--- config.mk ---
export PLATFORM = sky130hd
export DESIGN_NAME = fetch_unit
export DESIGN_NICKNAME = d
export VERILOG_FILES = /design/src/rtl/fetch_unit.sv
export SDC_FILE = /design/constraint.sdc
export NUM_CORES = 1
export LEC_CHECK = 0
export ABC_AREA = 1
export CAP_MARGIN = 25
export CORE_ASPECT_RATIO = 0.7
export CORE_MARGIN = 2
export CORE_UTILIZATION = 40
export CTS_BUF_LIST = sky130_fd_sc_hd__clkbuf_8
export CTS_CLUSTER_SIZE = 16
export DETAILED_ROUTE_END_ITERATION = 8
export DONT_BUFFER_PORTS = 1
export SYNTH_ARGS = -nofsm -noshare
export SYNTH_HDL_FRONTEND = slang
export SYNTH_SLANG_ARGS = --single-unit
--- constraint.sdc ---
create_clock -name clk -period 4.6 [get_ports clk]
set_input_delay 0 -clock clk [delete_from_list [all_inputs] [get_ports clk]]
set_output_delay 0 -clock clk [all_outputs]
set_load 0.005 [all_outputs]
--- src/rtl/fetch_unit.sv ---
// fetch_unit: instruction fetch stage in front of a word-addressed,
// combinational-read instruction memory.
//
// pc_q drives the memory address directly. The returned word and its PC are
// pushed into a small prefetch FIFO, and decode drains the FIFO head over a
// valid/ready handshake. A redirect flushes the FIFO and reloads the PC.
// A stall suppresses new fetches, but the FIFO keeps draining.
//
// Optional build macro: FETCH_PERF_CNT_EN adds 32-bit fetch and redirect
// event counters (perf_fetch_cnt_o, perf_redirect_cnt_o).
//
// Ports:
//   clk, rst_n          clock, async active-low reset
//   imem_addr_o         byte address to imem (== pc_q)
//   imem_instr_i        instruction word for imem_addr_o
//   redirect_i          taken branch/jump from execute
//   redirect_pc_i       redirect target (low 2 bits ignored)
//   stall_i             front-end hold, no new fetch
//   if_valid_o          FIFO head valid
//   if_ready_i          decode accepts head
//   if_instr_o          head instruction (NOP when empty)
//   if_pc_o             head PC (0 when empty)
//   occupancy_o         entries held
module fetch_unit #(
  parameter int                      DATA_WIDTH = 32,
  parameter logic [DATA_WIDTH-1:0]   RESET_PC   = 32'h0000_0000,
  parameter int                      FIFO_DEPTH = 2
) (
  input  logic                              clk,
  input  logic                              rst_n,
  output logic [DATA_WIDTH-1:0]             imem_addr_o,
  input  logic [DATA_WIDTH-1:0]             imem_instr_i,
  input  logic                              redirect_i,
  input  logic [DATA_WIDTH-1:0]             redirect_pc_i,
  input  logic                              stall_i,
  output logic                              if_valid_o,
  input  logic                              if_ready_i,
  output logic [DATA_WIDTH-1:0]             if_instr_o,
  output logic [DATA_WIDTH-1:0]             if_pc_o,
  output logic [$clog2(FIFO_DEPTH+1)-1:0]   occupancy_o
`ifdef FETCH_PERF_CNT_EN
  ,
  output logic [31:0]                       perf_fetch_cnt_o,
  output logic [31:0]                       perf_redirect_cnt_o
`endif
);

  localparam int PW = $clog2(FIFO_DEPTH);
  localparam int CW = $clog2(FIFO_DEPTH+1);
  localparam logic [DATA_WIDTH-1:0] NOP = DATA_WIDTH'(32'h0000_0013);

  typedef struct packed {
    logic [DATA_WIDTH-1:0] pc;
    logic [DATA_WIDTH-1:0] instr;
  } entry_t;

  logic [DATA_WIDTH-1:0]       pc_q;
  logic [CW-1:0]               cnt_q;
  logic [PW-1:0]               rptr_q, wptr_q;
  entry_t [FIFO_DEPTH-1:0]     fifo_q;

  logic push, pop;

  assign imem_addr_o = pc_q;
  assign if_valid_o  = (cnt_q != '0);
  assign occupancy_o = cnt_q;
  assign pop         = if_valid_o & if_ready_i;
  // A same-cycle pop frees a slot, so a full FIFO still accepts a fetch.
  assign push        = !redirect_i && !stall_i &&
                       ((cnt_q < CW'(FIFO_DEPTH)) || pop);

  // Head comes only from registered storage. When empty, it presents a
  // fixed NOP/0 pair instead of whatever stale data the slot holds.
  assign if_instr_o = if_valid_o ? fifo_q[rptr_q].instr : NOP;
  assign if_pc_o    = if_valid_o ? fifo_q[rptr_q].pc    : '0;

  always_ff @(posedge clk or negedge rst_n) begin
    if (!rst_n) begin
      pc_q   <= RESET_PC;
      cnt_q  <= '0;
      rptr_q <= '0;
      wptr_q <= '0;
    end else if (redirect_i) begin
      // The flush takes priority over the pop, so the head is dropped, not consumed.
      pc_q   <= {redirect_pc_i[DATA_WIDTH-1:2], 2'b00};
      cnt_q  <= '0;
      rptr_q <= '0;
      wptr_q <= '0;
    end else begin
      if (push) begin
        pc_q   <= pc_q + DATA_WIDTH'(4);
        wptr_q <= wptr_q + PW'(1);
      end
      if (pop) rptr_q <= rptr_q + PW'(1);
      case ({push, pop})
        2'b10:   cnt_q <= cnt_q + CW'(1);
        2'b01:   cnt_q <= cnt_q - CW'(1);
        default: cnt_q <= cnt_q;
      endcase
    end
  end

  // Storage needs no reset: the count alone qualifies every slot.
  always_ff @(posedge clk) begin
    if (push) fifo_q[wptr_q] <= '{pc: pc_q, instr: imem_instr_i};
  end

`ifdef FETCH_PERF_CNT_EN
  always_ff @(posedge clk or negedge rst_n) begin
    if (!rst_n) begin
      perf_fetch_cnt_o    <= '0;
      perf_redirect_cnt_o <= '0;
    end else begin
      if (push)       perf_fetch_cnt_o    <= perf_fetch_cnt_o + 32'd1;
      if (redirect_i) perf_redirect_cnt_o <= perf_redirect_cnt_o + 32'd1;
    end
  end
`endif

endmodule

# After elaboration in Yosys (flattened, before gate mapping)
# Cells that the tools add are included.
# word_totals
output_inout_bits	99
ff_bits	164
inputBits	69
# classes
n_lt_le_gt_ge	4
bitwise_logic	1
add_sub_neg	5
eq_ne	2
muxes	15
n_reduce_logical	10
# op_table
operator	n
$mux W64	3
$bwmux W128	1
$mux W32	4
$demux W64 S1	1
$add A32 B3 Y32 const B	1
$reduce_bool A2 Y1	3
$lt A1 B2 Y1 const B	2
$mux W1	4
$pmux W2 S2	1
$logic_and A1 B1 Y1	3
$reduce_bool A3 Y1	1
$add A1 B1 Y1 const B	2
$add A2 B1 Y2 const B	1
$eq A2 B1 Y1 const B	1
$eq A2 B2 Y1 const B	1
$logic_not A1 Y1	2
$lt A2 B2 Y1 const B	1
$mux W2	1
$sub A2 B1 Y2 const B	1
$and A1 B1 Y1	1
$ge A1 B1 Y1 const B	1
$logic_or A1 B1 Y1	1

# Depth between registers and ports, before layout
# Gate-level depths: netlist of the first run.
# logic_depth
word_depth	7
ltp_mapped	10

# Worst setup path before layout of the first run
# OpenSTA, ideal clock, no wires.
# synth_path
kind	flip-flop to flip-flop
start	register cnt_q[1], in the netlist occupancy_o[1]
end	register fifo_q[0] in the netlist's numbering, enable pin
arrival_ps	3345
period_less_slack_ps	3829
required_ps	4116
n_path_buf	1
slack_ps	771
stages_incl_launch_ff	5
path_cell_list	dfrtp_1 -> nand2_1 -> nand2_1 -> buf_6 -> nor2_1
# synth_between
elab_chain_cells	4
word_cells_on_any_way	5
cone_classes	order compare (1); bitwise (1); reduce/logical (3)
# synth_rtl
element	line	source
start, declared	58	logic [CW-1:0] cnt_q;
start signal, assigned	96	2'b10: cnt_q <= cnt_q + CW'(1);
start signal, assigned	97	2'b01: cnt_q <= cnt_q - CW'(1);
start signal, assigned	98	default: cnt_q <= cnt_q;
$reduce_bool A2 Y1	65	assign if_valid_o = (cnt_q != '0);
$and A1 B1 Y1	67	assign pop = if_valid_o & if_ready_i;
$logic_or A1 B1 Y1 *	70	((cnt_q < CW'(FIFO_DEPTH)) || pop);
$logic_and A1 B1 Y1 *	69	assign push = !redirect_i && !stall_i &&
end signal, assigned by index	105	if (push) fifo_q[wptr_q] <= '{pc: pc_q, instr: imem_instr_i};
end, declared	60	entry_t [FIFO_DEPTH-1:0] fifo_q;
# Mark *: on every way between the ends. The rest lies on a longest branch, timed or not.
# A chain may end at the register's enable or synchronous reset.

# Worst setup path after layout of the first run
# layout_path
start	register cnt_q[1], in the netlist occupancy_o[1]
end	register fifo_q[112] in the netlist's numbering, enable pin
# Same word-level chain as after synthesis.

==> summary.md, run 1 <==
| Metric | Value |
|---|---|
| Filler cells | about 1.6k |
| Reported net switching power | 1.27 mW |
| Combinational share of power | 22.8% |
| Post-Syn Instances | 725 |
| Vias | about 5.4k |
| Starting Density | 41.0% |
| Reg-to-reg setup timing slack | 2.04 ns |
| Top-Level Pins | 168 |
| WL/cell | around 18 um |
| Final net count | just under 900 |
| Num CTS Buffers | 17 |
| Worst-case vdd ir drop | 0.217 mV |
| Htree depth | 4 |
| Hold crit path type | in -> reg |
| Initial antenna violation count | 0 |
| Worst-path maximum fanout | 29 |
| Multi-input logic area | 2180 um^2 |
| Crit Path Category | reg -> reg |
| Mean Syn Cell Area | 9.74 um^2 |
| Vias per cell | 5.10 |
| Dpl cell area | 7300 um^2 |
| Register Area | around 4600 um^2 |
| Placed Cells | about 940 |
| Total grt overflow | 0 |
| Clock sink count | 158 |
| Finished layout cell area | about 8500 um^2 |
| Initial DRC count | 449 |
| Worst slew pin tran | 0.960 ns |
| Worst skew pair latency | 0.45 ns |
| Routed Antenna Nets | 0 |
| Status | completed |
| Number of buffers added for setup after CTS | 0 |
| Slowest stage cell, crit path | nor2_4 |
| IO buf count | 0 |
| Pwr/cell area | approximately 430 nW/um^2 |
| Setup violators final | 0 |
| Final-report hold violation count | 0 |
| CP required | between 4 and 5 ns |
| Reg power frac | between 50% and 60% |
| Worst slack at placement | 1.98 ns |
| Cell variety after synth | 29 |
| Clock buffer depth | 2 |
| CP top delay family | simple AND/OR/NAND/NOR gates |
| Max Slew Vio Count | 0 |
| Die width | 163 um |
| Detailed-route DRC error count | 0 |
| CP max stage delay | slightly below 0.9 ns |
| Max-cap viol count | 0 |
| Hold slack | 0.204 ns |
| Vias in the first global route | 5120 |
| CTS tree | yes |
| Setup Total Neg Slack | 0 ns |
| CP Capture Type | flip-flop |
| Ant. Diodes | 0 |
| Tcrit/Tclk final | 55.7% |
| Crit-path cells | nand2_1 -> nand2_1 -> nor2_4 -> buf_4 |
| First-pass GRT wire length | 28.2 mm |
| Switching share of power | 34.4% |
| Drt pass-1 iters | 5 |
| Core Rows | 40 |
| RSZ-0062 raised after global routing | false |
| Routed WL | 18.5 mm |
| Cell Area, Synth | 7060 um^2 |
| Clk_skew | 0.0105 ns |
| Post-synthesis sequential area ratio | 64.8% |
| Final worst slack | between 2 and 2.5 ns |
| Pint | 2.42 mW |
| Clock share of power | 27.3% |
| Global-route usage over all layers | 20.2% |
| CTS Root Cell | clkbuf_8 |
| Worst EP arrival | between 2 and 3 ns |
| Yosys warns | 0 |
| Core Region | 17200 um^2 |
| Largest net degree at the start of global routing | 65 |
| Share of cells above drive strength 1 | 6.97% |
| Max-Slew Margin vs Limit | 35.8% |
| Chip height | 115 um |
| Synthesis-to-finish area growth | 20.6% |
| Post-layout min period | 2.56 ns |
| Final cell count without fillers | 1049 |
| Routability-driven placement congestion ratio | 0.875 |
| CP dominant cell by count | nand2_1 |
| Bufs and invs on worst path | 1 |
| Clock Pin Slew Worst Setup and Hold Paths | 0.09 ns |
| DIE AREA | 18700 um^2 |
| Yosys reg bits | ~160 |
| Static Leak | 3.26 nW |
| Max Freq | 0.391 GHz |
| DP HPWL | 12.0 mm |
| Setup crit start kind | flip-flop |
-- metal layers --
layer	global-route usage, %	wire [um]
met1	27.3	8200
met2	30.8	8320
met3	7.58	1750
met4	5.60	266
met5	0	0
-- power groups by stage --
stage / Combinational, mW / Clock, mW / Sequential, mW
4_1_cts: 0.849 / 1.03 / 1.84
3_5_place_dp: 0.770 / 0 / 1.88
5_1_grt: 0.937 / 1.09 / 1.86
2_1_floorplan: 0.576 / 0 / 1.82
3_3_place_gp: 0.747 / 0 / 1.87
6_report: 0.840 / 1.01 / 1.84
-- registers in the layout, indices dropped and copies added (netlist names) --
name,cells
imem_addr_o,30
wptr_q,1
rptr_q,1
occupancy_o,2
fifo_q,124
-- cell usage after synthesis --
| cell type | count | share of area, % |
|---|---|---|
| nand2_2 | 4 | 0.35 |
| buf_6 | 1 | 0.16 |
| o21ai_1 | 2 | 0.14 |
| buf_4 | 5 | 0.53 |
| a22o_1 | 5 | 0.62 |
| a22oi_1 | 2 | 0.21 |
| inv_1 | 44 | 2.3 |
| buf_2 | 6 | 0.43 |
| xor2_1 | 6 | 0.74 |
| buf_1 | 4 | 0.21 |
| nor3_1 | 3 | 0.21 |
| nor2_4 | 3 | 0.48 |
| a21oi_1 | 64 | 4.5 |
| dfrtp_1 | 34 | 12 |
| conb_1 | 1 | 0.053 |
| xnor2_1 | 2 | 0.25 |
| o211ai_1 | 5 | 0.53 |
| o21bai_1 | 5 | 0.53 |
| nor2_1 | 46 | 2.4 |
| ha_1 | 1 | 0.18 |
| edfxtp_1 | 124 | 53 |
| nor2_2 | 7 | 0.62 |
| inv_2 | 3 | 0.16 |
| o21ai_0 | 18 | 1.3 |
| clkbuf_1 | 15 | 0.80 |
| nand2_1 | 283 | 15 |
| inv_4 | 1 | 0.089 |
| nand3_1 | 29 | 2.1 |
| nor3b_1 | 2 | 0.21 |
-- cells by family after synthesis --
group / count (synthesis) / synth area share (%)
fa+ha+maj: 1 / 0.177
compound gates: 101 / 7.85
flops: 158 / 64.8
simple gates: 377 / 21.4
buf+inv: 79 / 4.71
xor+xnor: 8 / 0.992
other cells: 1 / 0.0531
-- cells in the final DEF, fill, tap and decap left out, drive strengths merged --
master       instances
ha                   1
nand2              287
xor2                 6
xnor2                2
nand3               29
inv                 53
a22oi                2
nor2                56
o211ai               5
nor3b                2
conb                 4
o21ai               20
nor3                 3
dlygate4sd3         82
a22o                 5
bufinv               2
a21oi               64
clkbuf              17
clkinvlp             3
edfxtp             124
buf                  8
dfrtp               34
o21bai               5
clkinv               4
-- worst paths after layout --
kind | to | from | depth (start not counted)
max | fifo_q[112] | occupancy_o[1] | 4
max reg2reg | fifo_q[112] | occupancy_o[1] | 4
min reg2reg | fifo_q[60] | imem_addr_o[28] | 0
max in group asynchronous | rptr_q | rst_n | 4
min | fifo_q[27] | imem_instr_i[27] | 1
min in group asynchronous | imem_addr_o[28] | rst_n | 3
-- cell type report --
cell class	count	share of cell area, %
sequential	158	53.7
multi-input combinational	491	25.6
timing repair buffer	90	10.6
tap	231	3.39
clock buffer	17	2.75
inverter	48	2.14
clock inverter	14	1.72
-- per-stage QoR --
step | utilization (%) | total power, mW
floorplan | - | 2.39
global placement | 42.3 | 2.62
detailed placement | 42.4 | 2.65
CTS | 49.5 | 3.72
global route | 49.5 | 3.89
finish | 49.5 | 3.69
-- worst register-to-register path, cell delays in order (launching register included) --
cell     delay [ns]
dfrtp_1        0.50
nand2_1        0.12
nand2_1        0.34
nor2_4         0.88
buf_4          0.42
-- timing repair --
action	CTS	global route
hold buffers	83	0
gates resized for setup	0	0
endpoints found under the hold margin	131	0
(Power assumes the default switching activity.)
==> run 2, diff against run 1 <==
- ABC_AREA: 1 -> 0
- clock period: 4.6 -> 2.17 ns (I/O delays scaled with it)
==> run 2 against run 1 <==
Compared with the run above:
- die area down 5.6%
- synthesized area shrank 5.7%
- synthesized cell count shrank 33%
- worst hold slack worse by 0.12 ns
- utilization increased by 1.3 points
- critical endpoint is now imem_addr_o[31]
- largest power group unchanged
==> summary.md, run 2 <==
| Metric | Value |
|---|---|
| EDFF count, synth | 124 |
| Tcrit/Tclk final | 95.0% |
| Setup crit start kind | flip-flop |
| Routability-driven placement congestion ratio | 0.782 |
| Initial DRC count | 235 |
| Top-area cell type share of the netlist area | 55.9% |
| Chip height | 112 um |
| Top-Level Pins | 168 |
| Starting Density | 40.8% |
| Ys async rst share | a little over a fifth |
| CTS Root Cell | clkbuf_8 |
| Post-synthesis sequential area ratio | 68.7% |
| Filler cells | ~1.4k |
| Global-route usage over all layers | 17.8% |
| Worst slew pin tran | 0.637 ns |
| Core Region | about 16000 um^2 |
| Max-Slew Margin vs Limit | 57.4% |
| Clock share of power | 33.4% |
| Die width | 158 um |
| Initial antenna violation count | 1 |
| Most frequent cell after synthesis | edfxtp_1 |
| DP HPWL | between 10 and 15 mm |
| Multi-input logic area | 1980 um^2 |
| Reg-to-reg setup timing slack | ~0.11 ns |
| First-pass GRT wire length | 23.5 mm |
| Clock sink count | 158 |
| CP Capture Type | flip-flop |
| Clock buffer depth | 2 |
| Yosys warns | 0 |
| Worst-case vdd ir drop | 0.466 mV |
| Core Rows | 39 |
| IO buf count | 0 |
| RSZ-0062 raised after global routing | false |
| DIE AREA | 17700 um^2 |
| Static Leak | 2.84 nW |
| Max-cap viol count | 0 |
| Cell Area, Synth | 6660 um^2 |
| Capturing point of the worst reg2reg path | imem_addr_o[31] |
| WL/cell | 18.8 um |
| Max reg flops | between 100 and 150 |
| Routed WL | 15.4 mm |
| FF-to-FF Start | imem_addr_o[7] |
| Routed Antenna Nets | 0 |
| Cell variety after synth | 43 |
| Total power | 6.59 mW |
| Vias | 4146 |
| Max Freq | 0.485 GHz |
| Synthesis-to-finish area growth | 24.3% |
| Worst-path maximum fanout | 7 |
| Post-Syn Instances | 483 |
| Reported net switching power | 1.66 mW |
| Setup violators final | 0 |
| Crit Path Category | reg -> reg |
| Vias per cell | roughly 5 |
| Final cell count without fillers | 817 |
| Switching share of power | 25.2% |
| Drt pass-1 iters | 4 |
| Largest reg by FF count | fifo_q |
| Final net count | ~650 |
| Most frequent cells after synthesis | edfxtp_1 (124), nor2_1 (67), mux2i_1 (63), nand2_1 (38), dfrtp_1 (34) |
| Final-report hold violation count | 0 |
| Largest net degree at the start of global routing | 60 |
| Cell count of the worst reg-to-reg path | 5 |
| Share of cells above drive strength 1 | 13.5% |
| Htree depth | 4 |
| Most frequent cells in the layout | edfxtp_1 (124), dlygate4sd3_1 (68), nor2_1 (66) |
| CP required | around 2.5 ns |
| Mean Syn Cell Area | 13.8 um^2 |
| Num CTS Buffers | 17 |
| Vias in the first global route | 4113 |
| Placed Cells | 713 |
| Combinational share of power | 12.3% |
| Synth area leaders | edfxtp_1 (56%), dfrtp_1 (13%), mux2i_1 (9.5%), nor2_1 (3.8%), nand2_1 (2.1%) |
| Clock Pin Slew Worst Setup and Hold Paths | 0.08 ns |
| Cell taking the most area after synthesis | edfxtp_1 |
| Clk_skew | roughly 0.012 ns |
| Hold crit path type | in -> async |
| Worst skew pair latency | ~0.44 ns |
| Post-layout min period | 2.06 ns |
| CTS tree | yes |
| Total grt overflow | 0 |
| Worst EP arrival | 2.42 ns |
| Reg power frac | 54.3% |
| Yosys reg bits | 158 |
| Status | completed |
| Register Area | 4580 um^2 |
| Commonest non-fill, non-tap cell in the layout | edfxtp_1 |
| Predominant post-synthesis flop cell | edfxtp_1 |
| Pwr/cell area | 797 nW/um^2 |
| Detailed-route DRC error count | 0 |
| Max Slew Vio Count | 0 |
| Pint | 4.94 mW |
==> run 2: changes by cell type in the layout (fill, tap and decap cells not counted), moves of 6 or more <==
cell           before  now
xor2_1              6   15
nand3_1            29   12
buf_4               6   25
nand4_1             0   11
nor2_2              6    0
dlygate4sd3_1      82   68
inv_1              47    4
nand2_1           283   38
xnor2_1             2   13
nor2_1             44   66
a21oi_1            64    2
mux2i_1             0   63
==> run 2: worst max-delay path: stages (launching register included) <==
cell and delay, ns:
dfrtp_1 0.55, nand4_4 0.18, nor4_4 0.42, nand3_2 0.18
or4_1 0.49, a31oi_1 0.17
==> run 2: metrics by stage <==
step	utilization [%]	setup TNS (ns)	cell area, um^2	setup WS (ns)	hold slack [ns]
after floorplan	-	-57.11	6690	-0.921	-0.296
after global placement	43.7	0	7130	0.170	-0.294
after detailed placement	43.7	0	7130	0.126	-0.294
after CTS	50.8	0	8280	0.0791	0.0576
after global routing	50.8	0	8270	0.00159	0.0836
final	50.8	0	8270	0.110	0.0843
==> run 2: what timing repair did <==
item                                   4_1_cts  5_1_grt
endpoints found under the hold margin      165        0
buffers inserted                             0        0
resized for setup                            0        2
hold buffers                                72        0
setup endpoints to repair                    0        2
==> run 2: layout make-up <==
class / instances / area share (%)
inverter: 4 / 0.181
antenna: 1 / 0.0302
sequential: 158 / 55.4
tap: 225 / 3.40
multi-input combinational: 297 / 24.0
clock buffer: 17 / 2.83
clock inverter: 15 / 2.03
timing repair buffer: 100 / 12.2
==> run 2: cells by family (layout without fill, tap and decap cells) <==
kind of cell    count (synthesis)  in the layout  synth area share [%]
fa+ha+maj                       1              1                 0.188
xor+xnor                       28             28                  3.68
simple gates                  165            165                  12.6
buf+inv                        31            136                  2.11
flops                         158            158                  68.7
other cells                     1              5                0.0563
compound gates                 34             34                  2.80
mux                            65             65                  9.81
==> run 2: power by group through the flow <==
stage / clock (mW) / combinational, mW / sequential, mW
floorplan: 0 / 0.431 / 3.65
global placement: 0 / 0.650 / 3.64
detailed placement: 0 / 0.664 / 3.65
global route: 2.40 / 0.897 / 3.61
finish: 2.20 / 0.810 / 3.58
CTS: 2.27 / 0.825 / 3.58
==> run 2: how the worst max path moves through the flow <==
stage | to | depth (start not counted) | startpoint
after floorplan | fifo_q[0] | 3 | occupancy_o[1]
after global placement | imem_addr_o[31] | 5 | imem_addr_o[5]
after detailed placement | imem_addr_o[31] | 5 | imem_addr_o[5]
after CTS | occupancy_o[1] | 6 | occupancy_o[0]
after global routing | imem_addr_o[31] | 5 | imem_addr_o[7]
final | imem_addr_o[31] | 5 | imem_addr_o[7]
==> run 2: layer usage <==
layer	share of wire, %	vias to the layer above	track usage (%)
li1	-	1938	-
met1	48	2042	25.3
met2	43	158	25.9
met3	8.3	8	7.12
met4	0.71	0	3.84
met5	0	-	0
==> run 3, diff against run 2 <==
- SETUP_SLACK_MARGIN: default -> 0.4
==> run 3 against run 2 <==
Compared with the run above:
- the flow now finishes with violations (hold timing)
- final cell count increased by 3.5%
- non-clock buffer count grew 30
- critical endpoint unchanged
- final area grew 4.5%
- global-route usage about the same
- die area did not move
- largest cell class unchanged
- clock power decreased by 5%
==> summary.md, run 3 (synthesis results as in run 2) <==
| Metric | Value |
|---|---|
| Status | finished, violations left |
| Violated checks | hold timing |
| WL/cell | between 15 and 20 um |
| Final-report hold violation count | 88 |
| Chip height | 112 um |
| Hold buffer count at cts | 97 |
| DIE AREA | 17700 um^2 |
| Clock buffer depth | 2 |
| Hold slack | -0.334 ns |
| Worst skew pair latency | 0.45 ns |
| Synthesis-to-finish area growth | 29.9% |
| Final net count | 678 |
| CTS Root Cell | clkbuf_8 |
| Max Freq | 0.554 GHz |
| Num CTS Buffers | 17 |
| Clk_skew | 0.0106 ns |
| Placed Cells | between 700 and 800 |
| CP required | 2.53 ns |
| Routed Antenna Nets | 0 |
| IO buf count | 0 |
| Commonest non-fill, non-tap cell in the layout | edfxtp_1 |
| Total grt overflow | 0 |
| Vias per cell | around 5.0 |
| Max Slew Vio Count | 0 |
| Global-route usage over all layers | 17.8% |
| Hold crit path type | in -> reg |
| Htree depth | 4 |
| CTS tree | yes |
| Filler cells | 1376 |
| Vias in the first global route | ~4.2k |
| Detailed-route DRC error count | 0 |
| Starting Density | 40.8% |
| Worst-case vdd ir drop | 0.356 mV |
| Post-layout min period | 1.81 ns |
| Top-Level Pins | 168 |
| Initial DRC count | 189 |
| Worst EP arrival | 2.16 ns |
| Crit Path Category | reg -> reg |
| Max reg flops | 124 |
| Ant. Diodes | 0 |
| Worst slew pin tran | 0.536 ns |
| Pwr/cell area | 757 nW/um^2 |
| Met2 Use GR | a little over a quarter |
| First-pass GRT wire length | 23.4 mm |
| Final cell count without fillers | approximately 850 |
| Static Leak | 2.96 nW |
| Largest reg by FF count | fifo_q |
| Share of cells above drive strength 1 | between 10% and 20% |
| Setup crit start kind | flip-flop |
| CP Capture Type | flip-flop |
| Core Region | 16300 um^2 |
| Max-Slew Margin vs Limit | 64.0% |
| DP HPWL | 10.3 mm |
| Met1 usage | between 20% and 30% |
| Largest net degree at the start of global routing | 60 |
| Clock Pin Slew Worst Setup and Hold Paths | ~0.08 ns |
| Worst-path maximum fanout | 8 |
| Vias | 4234 |
| Most frequent cells in the layout | edfxtp_1 (124), dlygate4sd3_1 (95), nor2_1 (66) |
| Routability-driven placement congestion ratio | around 0.83 |
| Initial antenna violation count | 0 |
| Tcrit/Tclk final | around 83% |
| Routed WL | 15.6 mm |
| RSZ-0062 raised after global routing | true |
| Die width | 158 um |
| Setup Total Neg Slack | 0 ns |
| Core Rows | 39 |
| Drt pass-1 iters | 5 |
| Clock sink count | 158 |
| Setup violators final | 0 |
| GRT met3 Usage | 7.71% |
| Layer with the highest usage | met2 |
| Max-cap viol count | 0 |
-- run 3: cell types whose count changed in the layout (fill, tap and decap cells not counted), sizes merged --
cell,delta
inv,+2
diode,-1
clkbuf,+1
dlygate4sd3,+27
clkinvlp,-2
bufinv,-1
buf,+3
-- run 3: critical path: stages, from the launching register on --
cell and delay, ns:
dfrtp_2 0.50, nand4_4 0.16, nor4_4 0.34, nand3_2 0.13, or4_1 0.40, a31oi_1 0.19
-- run 3: power by group --
group / switching (mW) / internal, mW / total (mW)
sequential: 0.133 / 3.46 / 3.60
combinational: 0.465 / 0.390 / 0.856
clock: 1.06 / 1.03 / 2.09
total: 1.66 / 4.89 / 6.55
-- run 3: cell type report --
class	count	area (um^2)	share of cell area, %
clock inverter	14	126	1.46
timing repair buffer	130	1320	15.3
inverter	4	15.0	0.174
sequential	158	4590	53.0
clock buffer	18	248	2.86
tap	225	282	3.25
multi-input combinational	297	2070	23.9
-- run 3: final timing paths --
kind | depth (start not counted) | end | slack [ns] | startpoint
setup / recovery | 5 | imem_addr_o[31] | 0.36 | imem_addr_o[5]
hold / removal | 1 | occupancy_o[0] | -0.33 | stall_i
setup reg to reg | 5 | imem_addr_o[31] | 0.36 | imem_addr_o[5]
hold reg to reg | 0 | fifo_q[47] | 0.59 | imem_addr_o[15]
max in group asynchronous | 4 | imem_addr_o[2] | 0.75 | rst_n
min in group asynchronous | 3 | imem_addr_o[18] | 0.57 | rst_n
-- run 3: stage by stage --
stage	util, %	setup slack [ns]	power [mW]	instance area [um^2]
2_1_floorplan	-	-0.921	4.08	6700
3_3_place_gp	43.8	0.245	4.29	7140
3_5_place_dp	43.8	0.216	4.31	7140
4_1_cts	52.7	0.389	6.61	8590
5_1_grt	53.1	0.310	6.84	8650
6_report	53.1	0.365	6.55	8650
-- run 3: repair_timing --
item,CTS,global route
endpoints found under the hold margin,202,89
setup endpoints to repair,19,60
buffers inserted,4,1
resized for setup,11,14
pin swaps,5,3
-- run 3: per-layer routing --
layer | wire length (um) | up-vias
met2 | 6930 | 143
li1 | - | 2006
met4 | 40 | 0
met5 | 0 | -
met1 | 7250 | 2081
met3 | 1350 | 4
